==> src/rtl/reg_memory_bank_pkg.sv <==
// reg_memory_bank_pkg: shared types and helpers for the register-file memory bank.
//   clr_state_e  - clear sequencer FSM states (ST_IDLE, ST_CLEAR)
//   calc_parity  - even-parity bit of a word; callers zero-extend to PAR_MAX_W
package reg_memory_bank_pkg;

  typedef enum logic [0:0] {
    ST_IDLE,
    ST_CLEAR
  } clr_state_e;

  // Widest word the parity helper accepts; zero-extension does not change parity.
  localparam int unsigned PAR_MAX_W = 64;

  function automatic logic calc_parity(input logic [PAR_MAX_W-1:0] i_data);
    return ^i_data;
  endfunction

endpackage

==> src/rtl/reg_memory_bank_clr_seq.sv <==
// reg_memory_bank_clr_seq: IDLE/CLEAR sequencer that sweeps every word once.
// Ports:
//   i_clk, i_rst_n  - clock, asynchronous active-low reset
//   i_clr           - start a sweep (ignored while one is running)
//   o_busy          - registered, high exactly DEPTH cycles per sweep
//   o_swp_we        - sweep write enable for the array
//   o_swp_idx       - word index written this cycle
module reg_memory_bank_clr_seq
  import reg_memory_bank_pkg::*;
#(
  parameter int unsigned DEPTH = 4
) (
  input  logic                     i_clk,
  input  logic                     i_rst_n,
  input  logic                     i_clr,
  output logic                     o_busy,
  output logic                     o_swp_we,
  output logic [$clog2(DEPTH)-1:0] o_swp_idx
);

  localparam int unsigned AW = $clog2(DEPTH);
  localparam logic [AW-1:0] LP_LAST_IDX = AW'(DEPTH - 1);

  clr_state_e    r_state;
  logic [AW-1:0] r_clr_idx;
  logic          r_busy;

  always_ff @(posedge i_clk or negedge i_rst_n) begin
    if (!i_rst_n) begin
      r_state   <= ST_IDLE;
      r_clr_idx <= '0;
      r_busy    <= 1'b0;
    end else begin
      unique case (r_state)
        ST_IDLE: begin
          if (i_clr) begin
            r_state   <= ST_CLEAR;
            r_busy    <= 1'b1;
            r_clr_idx <= '0;
          end
        end
        ST_CLEAR: begin
          // i_clr is deliberately not looked at here: the sweep never restarts.
          if (r_clr_idx == LP_LAST_IDX) begin
            r_state   <= ST_IDLE;
            r_busy    <= 1'b0;
            r_clr_idx <= '0;
          end else begin
            r_clr_idx <= r_clr_idx + AW'(1);
          end
        end
        default: begin
          r_state   <= ST_IDLE;
          r_busy    <= 1'b0;
          r_clr_idx <= '0;
        end
      endcase
    end
  end

  assign o_busy    = r_busy;
  assign o_swp_we  = r_busy;
  assign o_swp_idx = r_clr_idx;

endmodule

==> src/rtl/reg_memory_bank.sv <==
// reg_memory_bank: WIDTH x DEPTH register-file bank with one write port, one
// registered read port (1-cycle latency, write-first) and a clear sweep.
// Optional per-word even parity when REG_MEMORY_BANK_PARITY_EN is defined.
// Ports:
//   i_clk, i_rst_n              - clock, asynchronous active-low reset
//   i_wr_en/i_wr_addr/i_wr_data - write request
//   i_rd_req/i_rd_addr          - read request
//   o_rd_vld/o_rd_data          - read response, one cycle after the request
//   o_addr_err                  - pulse: an accepted request used addr >= DEPTH
//   i_clr/o_busy                - start clear sweep / sweep in progress
//   o_rd_perr                   - parity mismatch on this read (with o_rd_vld)
//   i_perr_inj                  - parity build only: invert stored parity on write
module reg_memory_bank
  import reg_memory_bank_pkg::*;
#(
  parameter int unsigned       WIDTH      = 8,
  parameter int unsigned       DEPTH      = 4,
  parameter logic [WIDTH-1:0]  INIT_VALUE = '0
) (
  input  logic                     i_clk,
  input  logic                     i_rst_n,
  input  logic                     i_wr_en,
  input  logic [$clog2(DEPTH)-1:0] i_wr_addr,
  input  logic [WIDTH-1:0]         i_wr_data,
  input  logic                     i_rd_req,
  input  logic [$clog2(DEPTH)-1:0] i_rd_addr,
  output logic                     o_rd_vld,
  output logic [WIDTH-1:0]         o_rd_data,
  output logic                     o_addr_err,
  input  logic                     i_clr,
  output logic                     o_busy,
  output logic                     o_rd_perr
`ifdef REG_MEMORY_BANK_PARITY_EN
  ,
  input  logic                     i_perr_inj
`endif
);

  localparam int unsigned AW = $clog2(DEPTH);
  localparam logic [AW:0] LP_DEPTH = (AW + 1)'(DEPTH);

  logic          w_busy;
  logic          w_swp_we;
  logic [AW-1:0] w_swp_idx;

  reg_memory_bank_clr_seq #(
    .DEPTH (DEPTH)
  ) u_clr_seq (
    .i_clk     (i_clk),
    .i_rst_n   (i_rst_n),
    .i_clr     (i_clr),
    .o_busy    (w_busy),
    .o_swp_we  (w_swp_we),
    .o_swp_idx (w_swp_idx)
  );

  logic w_acc_wr, w_acc_rd, w_wr_in, w_rd_in, w_bypass;

  assign w_acc_wr = i_wr_en & ~w_busy;
  assign w_acc_rd = i_rd_req & ~w_busy;
  assign w_wr_in  = {1'b0, i_wr_addr} < LP_DEPTH;
  assign w_rd_in  = {1'b0, i_rd_addr} < LP_DEPTH;
  assign w_bypass = w_acc_wr & w_wr_in & (i_wr_addr == i_rd_addr);

  logic [WIDTH-1:0] r_mem [DEPTH];

  // The sweep and a host write never collide: host writes are only accepted when idle.
  always_ff @(posedge i_clk or negedge i_rst_n) begin
    if (!i_rst_n) begin
      for (int unsigned i = 0; i < DEPTH; i++) r_mem[i] <= INIT_VALUE;
    end else if (w_swp_we) begin
      r_mem[w_swp_idx] <= INIT_VALUE;
    end else if (w_acc_wr && w_wr_in) begin
      r_mem[i_wr_addr] <= i_wr_data;
    end
  end

  logic [WIDTH-1:0] w_rd_word;

  always_comb begin
    w_rd_word = INIT_VALUE;
    if (w_rd_in) w_rd_word = w_bypass ? i_wr_data : r_mem[i_rd_addr];
  end

  logic             r_rd_vld;
  logic             r_addr_err;
  logic [WIDTH-1:0] r_rd_data;

  always_ff @(posedge i_clk or negedge i_rst_n) begin
    if (!i_rst_n) begin
      r_rd_vld   <= 1'b0;
      r_addr_err <= 1'b0;
      r_rd_data  <= INIT_VALUE;
    end else begin
      r_rd_vld   <= w_acc_rd;
      r_addr_err <= (w_acc_wr & ~w_wr_in) | (w_acc_rd & ~w_rd_in);
      if (w_acc_rd) r_rd_data <= w_rd_word;
    end
  end

  assign o_rd_vld   = r_rd_vld;
  assign o_rd_data  = r_rd_data;
  assign o_addr_err = r_addr_err;
  assign o_busy     = w_busy;

`ifdef REG_MEMORY_BANK_PARITY_EN
  localparam logic LP_INIT_PAR = calc_parity(PAR_MAX_W'(INIT_VALUE));

  logic r_par [DEPTH];
  logic w_wr_par;
  logic w_rd_perr;
  logic r_rd_perr;

  assign w_wr_par = calc_parity(PAR_MAX_W'(i_wr_data)) ^ i_perr_inj;

  always_ff @(posedge i_clk or negedge i_rst_n) begin
    if (!i_rst_n) begin
      for (int unsigned i = 0; i < DEPTH; i++) r_par[i] <= LP_INIT_PAR;
    end else if (w_swp_we) begin
      r_par[w_swp_idx] <= LP_INIT_PAR;
    end else if (w_acc_wr && w_wr_in) begin
      r_par[i_wr_addr] <= w_wr_par;
    end
  end

  // Bypass reads compare against the parity bit being written, injection included.
  always_comb begin
    w_rd_perr = 1'b0;
    if (w_rd_in) begin
      w_rd_perr = (w_bypass ? w_wr_par : r_par[i_rd_addr]) !=
                  calc_parity(PAR_MAX_W'(w_rd_word));
    end
  end

  always_ff @(posedge i_clk or negedge i_rst_n) begin
    if (!i_rst_n) r_rd_perr <= 1'b0;
    else          r_rd_perr <= w_acc_rd & w_rd_perr;
  end

  assign o_rd_perr = r_rd_perr;
`else
  assign o_rd_perr = 1'b0;
`endif

endmodule

==> config.mk <==
export PLATFORM = sky130hd
export DESIGN_NAME = reg_memory_bank
export DESIGN_NICKNAME = d
export VERILOG_FILES = /design/src/rtl/reg_memory_bank_pkg.sv /design/src/rtl/reg_memory_bank_clr_seq.sv /design/src/rtl/reg_memory_bank.sv
export SDC_FILE = /design/constraint.sdc
export NUM_CORES = 1
export LEC_CHECK = 0
export CAP_MARGIN = 10
export CORE_MARGIN = 2
export CORE_UTILIZATION = 45
export DETAILED_ROUTE_END_ITERATION = 7
export PLACE_DENSITY = 0.78
export SETUP_SLACK_MARGIN = 0.05
export SYNTH_ARGS = -nofsm -noshare
export SYNTH_HDL_FRONTEND = slang
export SYNTH_HIERARCHICAL = 1
export SYNTH_SLANG_ARGS = --single-unit
==> constraint.sdc <==
create_clock -name i_clk -period 4.14 [get_ports i_clk]
set_input_delay 0.828 -clock i_clk [delete_from_list [all_inputs] [get_ports i_clk]]
set_output_delay 0.828 -clock i_clk [all_outputs]
set_load 0.005 [all_outputs]
==> impl_metrics.json, run 1 <==
{
  "cts_root_buf": "clkbuf_8",
  "dp.cells": 278,
  "critPathKind": "input pin to flip-flop",
  "hold_violations": 0,
  "critPathCaptureType": "flip-flop",
  "rsz0062_at_grt": "false",
  "final_nets": 237,
  "hpwl_mm": 3.52,
  "p_sw_share_pct": 32.5,
  "min_to": "r_mem[20]",
  "dieArea_sq_um": 5670,
  "maxSlewViolCount": 0,
  "num_antenna_cells": 0,
  "firstDrtPassIters": 4,
  "critPathMaxFanout": 9,
  "powerDensity_nw_per_um2": 647,
  "ys_warn_count": 6,
  "rr_endpoint": "r_mem[3]",
  "arrival_ps": 2770,
  "antenna_found_initial": 0,
  "p_comb_share_pct": 32.9,
  "cts_tree": "built",
  "fmaxAchievable_mhz": 391,
  "clock-sinks": 45,
  "grt_use_total_pct": 20.5,
  "skew_ps": 4.61,
  "ir_drop_mv": 0.243,
  "layoutNonFillerInstCount": 286,
  "finalCritPeriodShare_pct": 61.8,
  "finalSetupTns_ps": 0,
  "p_leak_nw": 1.22,
  "grt_pass1_wl_mm": 8.31,
  "cp-start-kind": "input pin",
  "clk_latency_ps": 300,
  "r2r_cells": 3,
  "clk_pin_slew_ps": 90,
  "n_fill_cell": 436,
  "max_slew_margin_pct": 33.3,
  "remaining_drc_errors": 0,
  "place_congestion": 0.840,
  "htreeDepth": 2,
  "holdBufCountCts": 0,
  "synth_area_per_cell_sq_um": 11.5,
  "ys_top_cells_by_count": "dfrtp_1 (45), mux2i_1 (32), nand2_1 (32), nor2_1 (10), inv_1 (9)",
  "wl_mm": 5.06,
  "yosysSeqAreaShare_pct": 49.2,
  "ys_ff_latch": 45,
  "dr.first_iter.drc_count": 116,
  "drt-wirelength-per-cell_um": 17.7,
  "numPortBuffers": 26,
  "cts_resized": 0,
  "cts-buffers-inserted": 5,
  "p_int_mw": 1.17,
  "yosysMostFrequentCell": "dfrtp_1",
  "worst_slew_pin_slew_ps": 1000,
  "sequentialPowerShare_pct": 44.3,
  "cts_setup_buffers": 0,
  "status": "complete, no violations",
  "clock_path_buffers": 2,
  "cap_violations": 0,
  "worstHoldStart": "r_mem[20]",
  "finalSetupViolations": 0,
  "initial_core_util_pct": 47.5,
  "async_flop_share_pct": 100,
  "p_switching_mw": 0.562,
  "worstHoldPathCells": 2,
  "ys_types": 31,
  "grt_max_degree": 46,
  "antenna_left": 0,
  "vias": 1577,
  "synth_edf_count": 0,
  "power.share.clock_pct": 22.8,
  "yosys_most_used_dff": "dfrtp_1",
  "io_pins": 29,
  "worst_ep_required_time_ps": 4350,
  "die_h_um": 75.3,
  "fin_crit_ps": 2560,
  "grt_pass1_vias": 1640,
  "synth_area_sq_um": 2290,
  "synth.largest_area_cell": "dfrtp_1",
  "fp.dieW_um": 75.3,
  "synth_area_leaders": "dfrtp_1 (49%), mux2i_1 (14%), mux4_2 (7.9%), nand2_1 (5.2%), o31ai_1 (2.6%)",
  "rows": 25,
  "core_region_area_sq_um": 4820,
  "area_growth_pct": 16.7,
  "synth_top_cell_area_share_pct": 49.2,
  "grt-ovfl-total": 0,
  "vias_per_cell": 5.51,
  "synthCells": 199,
  "reg2reg_from": "u_clr_seq/o_busy",
  "drive_above_1_share_pct": 11.0,
  "r2r_setup_slack_ps": 2060,
  "hold_path.class": "flip-flop to flip-flop"
}
## power groups by stage
stage / Sequential [mW] / Clock [mW] / Combinational (mW)
2_1_floorplan: 0.731 / 0 / 0.395
3_3_place_gp: 0.760 / 0 / 0.544
3_5_place_dp: 0.773 / 0 / 0.572
4_1_cts: 0.766 / 0.404 / 0.576
5_1_grt: 0.797 / 0.417 / 0.637
6_report: 0.766 / 0.394 / 0.568
## area by class of cell
type | count | area, sq um | share of cell area (%)
Sequential cell | 45 | 1130 | 42.1
Multi-Input combinational cell | 130 | 1030 | 38.6
Timing Repair Buffer | 27 | 263 | 9.83
Tap cell | 67 | 83.8 | 3.14
Clock buffer | 5 | 68.8 | 2.57
Clock inverter | 3 | 65.1 | 2.43
Inverter | 9 | 33.8 | 1.26
## how the worst max path moves through the flow
stage | start | end | slack [ps] | cells after the start
6_report | i_wr_en | r_mem[3] | 1580 | 4
5_1_grt | i_wr_en | r_mem[4] | 1430 | 4
4_1_cts | i_wr_en | r_mem[3] | 1590 | 4
3_5_place_dp | i_wr_en | r_mem[3] | 1280 | 4
3_3_place_gp | i_wr_en | r_mem[6] | 1310 | 4
2_1_floorplan | i_wr_addr[1] | r_mem[24] | 2280 | 3
## metal layers
layer	routed length [um]	global-route usage [%]	part of all wire (%)	up-vias
li1	-	-	-	733
met1	2180	26.0	43	794
met2	2560	35.1	51	44
met3	254	5.16	5.0	6
met4	61	5.85	1.2	0
met5	0	0	0	-
## cell usage in the layout (no fill, tap or decap), drive strengths merged, types with 5 or more instances in the layout
master / instances
a31oi: 8
clkbuf: 5
clkdlybuf4s50: 25
dfrtp: 45
inv: 9
mux2i: 32
mux4: 8
nand2: 32
nand4: 8
nor2: 11
o31ai: 8
## registers in the layout, indices dropped and copies added, names as in the netlist
signal,flops
o_rd_vld,1
u_clr_seq/o_swp_idx,2
u_clr_seq/r_state,1
o_rd_data,8
u_clr_seq/o_busy,1
r_mem,32
## worst max-delay path, stage by stage
cell and delay, ps:
clkdlybuf4s50_1 530, nor2b_1 470, nand4b_1 600, mux2i_1 330
## stage by stage
step           power, mW  cell area (sq um)  worst slack, ps  utilization (%)  hold WS [ps]
5_1_grt             1.85               2670             1430             55.5           550
2_1_floorplan       1.13               2290             2280                -           496
4_1_cts             1.75               2670             1590             55.5           530
3_5_place_dp        1.34               2540             1280             52.7           515
3_3_place_gp        1.30               2540             1310             52.7           507
6_report            1.73               2670             1580             55.5           530
## cells by family (layout without fill, tap and decap cells)
kind of cell    count (synthesis)  after routing  synth area share, %
buf+inv                        25             44                 6.17
xor+xnor                        4              4                 1.53
flops                          45             45                 49.2
simple gates                   62             62                 13.9
other cells                     1              2                0.164
fa+ha+maj                       2              2                 1.09
compound gates                 20             20                 6.12
mux                            40             40                 21.9
(Power assumes the default switching activity.)
==> run 2, diff against run 1 <==
--- a/config.mk
+++ b/config.mk
@@ -9,7 +9,7 @@
 export CORE_MARGIN = 2
 export CORE_UTILIZATION = 45
 export DETAILED_ROUTE_END_ITERATION = 7
-export PLACE_DENSITY = 0.78
+export PLACE_DENSITY = 0.81
 export SETUP_SLACK_MARGIN = 0.05
 export SYNTH_ARGS = -nofsm -noshare
 export SYNTH_HDL_FRONTEND = slang
==> constraint.sdc (replaced) <==
create_clock -name i_clk -period 2.1 [get_ports i_clk]
set_input_delay 0.42 -clock i_clk [delete_from_list [all_inputs] [get_ports i_clk]]
set_output_delay 0.42 -clock i_clk [all_outputs]
set_load 0.005 [all_outputs]
==> run 2 against run 1 <==
  * Cell count increased by 4.9%
  * Core utilization increased by 2.3 points
  * Global-route usage decreased by 0.89 points
  * Register-to-register slack got worse by 1600 ps
  * Clock skew increased by 1.8 ps
  * Design area increased by 4.2%
  * Die area unchanged
  * Clock power increased by 68%
  * Setup slack got worse by 1200 ps
  * Critical path depth decreased by 3
  * Largest power group unchanged
  * Highest routed layer unchanged
==> impl_metrics.json, run 2 (same netlist as run 1, synthesis figures left out) <==
{
  "finalCritPeriodShare_pct": 82.8,
  "initial_core_util_pct": 47.5,
  "layout_commonest_cell": "dfrtp_1",
  "crit_chain": "clkdlybuf4s50_1",
  "grt_use_total_pct": 19.6,
  "rows": 25,
  "cap_violations": 0,
  "remaining_drc_errors": 0,
  "grt_pass1_vias": 1694,
  "fp.dieW_um": 75.3,
  "reg2reg_from": "u_clr_seq/o_busy",
  "largest_reg_flops": 32,
  "maxSlewViolCount": 0,
  "clock-sinks": 45,
  "cp_slowest_cell": "clkdlybuf4s50_1",
  "worst_ep_required_time_ps": 1680,
  "grt_max_degree": 25,
  "p_leak_nw": 1.28,
  "antenna_left": 0,
  "cp_top_family": "buffers and inverters",
  "hpwl_mm": 3.61,
  "clk_latency_ps": 300,
  "numPortBuffers": 26,
  "grt-ovfl-total": 0,
  "arrival_ps": 1320,
  "finalSetupViolations": 0,
  "vias": 1649,
  "die_h_um": 75.3,
  "r2r_cells": 4,
  "critPathLaunch": "u_clr_seq/o_busy",
  "r2r_setup_slack_ps": 460,
  "path_buf_inv": 1,
  "cp-start-kind": "flip-flop",
  "fin_crit_ps": 1740,
  "hold_violations": 0,
  "hold_slack_ps": 86.5,
  "powerDensity_nw_per_um2": 1200,
  "ir_drop_mv": 0.397,
  "hold_path.class": "input pin to async pin",
  "dr.first_iter.drc_count": 117,
  "status": "complete, no violations",
  "num_antenna_cells": 0,
  "htreeDepth": 2,
  "pre_cts_slack_ps": 64.7,
  "rr_endpoint": "r_mem[8]",
  "drive_above_1_share_pct": 16.3,
  "wl_mm": 4.93,
  "drt-wirelength-per-cell_um": 16.4,
  "worst-path-stages": 1,
  "place_congestion": 0.797,
  "cts_root_buf": "clkbuf_8",
  "critPathCaptureType": "output port",
  "clock_path_buffers": 2,
  "worst_slew_pin_slew_ps": 599,
  "critPathMaxStageDelay_ps": 540,
  "clk_pin_slew_ps": 90,
  "max_slew_margin_pct": 59.8,
  "dieArea_sq_um": 5670,
  "final_nets": 251,
  "regMostFlops": "r_mem",
  "skew_ps": 6.42,
  "n_fill_cell": 422,
  "rsz0062_at_grt": "false",
  "grt_pass1_wl_mm": 8.16,
  "p_total_mw": 3.34,
  "holdBufCountCts": 0,
  "antenna_found_initial": 0,
  "critPathMaxFanout": 8,
  "io_pins": 29,
  "critPathKind": "flip-flop to output port",
  "area_growth_pct": 21.6,
  "finalSetupTns_ps": 0,
  "cts_tree": "built",
  "core_region_area_sq_um": 4820,
  "fmaxAchievable_mhz": 575,
  "firstDrtPassIters": 4,
  "cts_resized": 0,
  "cts_setup_buffers": 0,
  "cts-buffers-inserted": 5,
  "vias_per_cell": 5.50,
  "finalWorstSetupSlack_ps": 361,
  "layout_common_cells": "dfrtp_1 (45), nand2_1 (32), mux2i_1 (32)",
  "endpoint": "o_busy"
}
[run 2: cell count changes in the layout (fill, tap and decap cells not counted)]
cell / delta
buf_12: +2
clkinvlp_4: +1
clkinv_2: -1
clkinv_4: +1
buf_4: +12
bufinv_16: -1
[run 2: where the power goes]
part	switching, mW	internal [mW]
Sequential	0.243	1.24
Clock	0.304	0.356
Combinational	0.561	0.634
Total	1.11	2.23
[run 2: area by class of cell]
type / count / area (sq um) / area share [%]
sequential: 45 / 1130 / 40.4
multi-input combinational: 130 / 1030 / 37.1
clock inverter: 3 / 46.3 / 1.66
inverter: 9 / 33.8 / 1.21
clock buffer: 5 / 68.8 / 2.47
timing repair buffer: 41 / 393 / 14.1
tap: 67 / 83.8 / 3.01
[run 2: metal layers]
| layer | global-route usage [%] | routed length, um |
|---|---|---|
| met3 | 5.03 | 283 |
| met5 | 0 | 0 |
| met4 | 8.38 | 114 |
| met2 | 33.2 | 2460 |
| met1 | 23.9 | 2070 |
[run 2: how the worst min path moves through the flow]
stage | startpoint | to | slack (ps) | cells after the start
global route | i_rst_n | r_mem[3] | 120 | 1
floorplan | i_rst_n | o_rd_data[0] | 120 | 0
CTS | i_rst_n | r_mem[3] | 90 | 1
detailed placement | i_rst_n | r_mem[21] | 420 | 1
finish | i_rst_n | r_mem[3] | 90 | 1
global placement | i_rst_n | r_mem[21] | 430 | 1
[run 2: worst reg2reg max path: stages, from the launching register on]
cell and delay (ps):
dfrtp_1 470, buf_4 200, or4b_1 520, buf_4 210, mux2i_1 130
[run 2: stage by stage]
| stage | utilization (%) | cells | instance area, sq um |
|---|---|---|---|
| 6_report | 57.8 | 300 | 2780 |
| 5_1_grt | 57.8 | 300 | 2780 |
| 4_1_cts | 57.8 | 300 | 2780 |
| 3_5_place_dp | 55.4 | 292 | 2670 |
| 3_3_place_gp | 55.4 | 292 | 2670 |
| 2_1_floorplan | - | 200 | 2290 |
==> run 3, diff against run 2 <==
==> constraint.sdc (replaced) <==
create_clock -name i_clk -period 1.5 [get_ports i_clk]
set_input_delay 0.3 -clock i_clk [delete_from_list [all_inputs] [get_ports i_clk]]
set_output_delay 0.3 -clock i_clk [all_outputs]
set_load 0.005 [all_outputs]
==> run 3 against run 2 <==
  * The flow now finishes with violations (setup timing)
  * Setup slack lost 370 ps
  * Sequential share of layout area shrank 2.7 points
  * Critical path type is now flip-flop to flip-flop
  * Core utilization grew 4.1 points
  * Clock-buffer cell count grew 2
==> impl_metrics.json, run 3 (same netlist as run 1, synthesis figures left out) <==
{
  "clock-sinks": 45,
  "critPathKind": "flip-flop to flip-flop",
  "place_congestion": 0.811,
  "vias_per_cell": 5.50,
  "p_total_mw": 4.75,
  "violations": "setup timing",
  "cp-start-kind": "flip-flop",
  "critPathMaxStageDelay_ps": 500,
  "antenna_left": 0,
  "fmaxAchievable_mhz": 665,
  "core_region_area_sq_um": 4820,
  "drive_above_1_share_pct": 20.9,
  "hold_path.class": "input pin to async pin",
  "finalSetupViolations": 1,
  "powerDensity_nw_per_um2": 1590,
  "rr_endpoint": "r_mem[12]",
  "status": "finished, violations left",
  "r2r_setup_slack_ps": -5,
  "hold_slack_ps": 490,
  "dr.first_iter.drc_count": 135,
  "firstDrtPassIters": 4,
  "clk_latency_ps": 310,
  "grt_use_total_pct": 21.1,
  "post-route-util_pct": 61.9,
  "r2r_cells": 4,
  "crit_chain": "nand2b_4 > or4b_4 > buf_8 > mux2i_1",
  "maxSlewViolCount": 0,
  "arrival_ps": 1730,
  "cp_slowest_cell": "or4b_4",
  "io_pins": 29,
  "cap_violations": 0,
  "worst_ep_required_time_ps": 1730,
  "critPathCaptureType": "flip-flop",
  "htreeDepth": 2,
  "area_growth_pct": 30.2,
  "rows": 25,
  "remaining_drc_errors": 0,
  "critPathLaunch": "u_clr_seq/o_busy",
  "finalWorstSetupSlack_ps": -4.86,
  "cts_tree": "built",
  "final_nets": 262,
  "layout_common_cells": "dfrtp_1 (45), nand2_1 (32), mux2i_1 (32)",
  "grt_pass1_vias": 1853,
  "grt-ovfl-total": 0,
  "stdcell_area_sq_um": 2980,
  "fin_crit_ps": 1500,
  "vias": 1711,
  "finalCritPeriodShare_pct": 100,
  "regMostFlops": "r_mem",
  "reg2reg_from": "u_clr_seq/o_busy",
  "dieArea_sq_um": 5670,
  "num_antenna_cells": 0,
  "hpwl_mm": 3.58,
  "grt_pass1_wl_mm": 8.71,
  "critPathMaxFanout": 8,
  "ir_drop_mv": 0.747,
  "die_h_um": 75.3,
  "cts-buffers-inserted": 5,
  "placed_area_sq_um": 2690,
  "clock_path_buffers": 2,
  "fp.dieW_um": 75.3,
  "initial_core_util_pct": 47.5,
  "wl_mm": 5.55,
  "clk_pin_slew_ps": 90,
  "p_leak_nw": 1.42,
  "grt_max_degree": 46,
  "numPortBuffers": 26,
  "antenna_found_initial": 0,
  "rsz0062_at_grt": "true",
  "drt-wirelength-per-cell_um": 17.9,
  "largest_reg_flops": 32,
  "cts_root_buf": "clkbuf_8",
  "hold_violations": 0,
  "skew_ps": 6.21,
  "layout_commonest_cell": "dfrtp_1"
}
[run 3: changes by cell type in the layout (fill, tap and decap cells not counted), sizes merged, moves of 2 or more]
cell	previous run	this run
buf	16	25
dlygate4sd2	0	11
clkdlybuf4s50	25	11
dlymetal6s2s	0	3
clkbuf	5	7
[run 3: per-stage QoR]
stage | setup WS (ps) | setup TNS [ps] | cells
finish | -4.86 | -4.86 | 311
global route | -41.2 | -87.8 | 311
CTS | 24.3 | 0 | 310
detailed placement | -390 | -10770 | 293
global placement | -335 | -9370 | 293
floorplan | -50.8 | -436 | 200
[run 3: routing by layer]
layer | global-route usage, % | share of wire, % | vias up
li1 | - | - | 792
met1 | 25.7 | 40 | 831
met2 | 34.2 | 50 | 72
met3 | 6.08 | 7.0 | 16
met4 | 10.9 | 3.2 | 0
met5 | 0 | 0 | -
[run 3: repair_timing]
| item | CTS | global route |
|---|---|---|
| setup buffers | 7 | 1 |
| pin swaps | 2 | 1 |
| gates resized for setup | 22 | 11 |
| hold buffers | 1 | 0 |
| endpoints found under the hold margin | 45 | 0 |
| gates cloned | 1 | 0 |
| endpoints found under the setup margin | 33 | 33 |
[run 3: worst max-delay path by stage]
stage           endpoint  slack [ps]  cells past startpoint
2_1_floorplan  r_mem[10]         -50                      5
3_3_place_gp    r_mem[9]        -330                      5
3_5_place_dp   r_mem[11]        -390                      5
4_1_cts        r_mem[12]          20                      4
5_1_grt        r_mem[12]         -40                      4
6_report       r_mem[12]          -5                      4
[run 3: area by class of cell]
class                   instances  area (sq um)
fillers                       363          1840
clock inverters                 1          7.51
multi-input cells             130          1110
well taps                      67          83.8
flip-flops and latches         45          1130
inverters                       9          33.8
repair buffers                 52           547
clock buffers                   7          76.3
[run 3: power by group]
part	internal [mW]	total (mW)	switching, mW	leakage (nW)
clock network	0.330	0.756	0.426	0.0385
registers	1.74	2.07	0.334	0.588
logic	1.02	1.93	0.910	0.790
total	3.08	4.75	1.67	1.42
[run 3: critical path, delay by kind of cell, from the launching register on]
family	cells	cell delay (ps)
flops	1	400
mux	1	180
buf+inv	1	170
simple gates	2	670
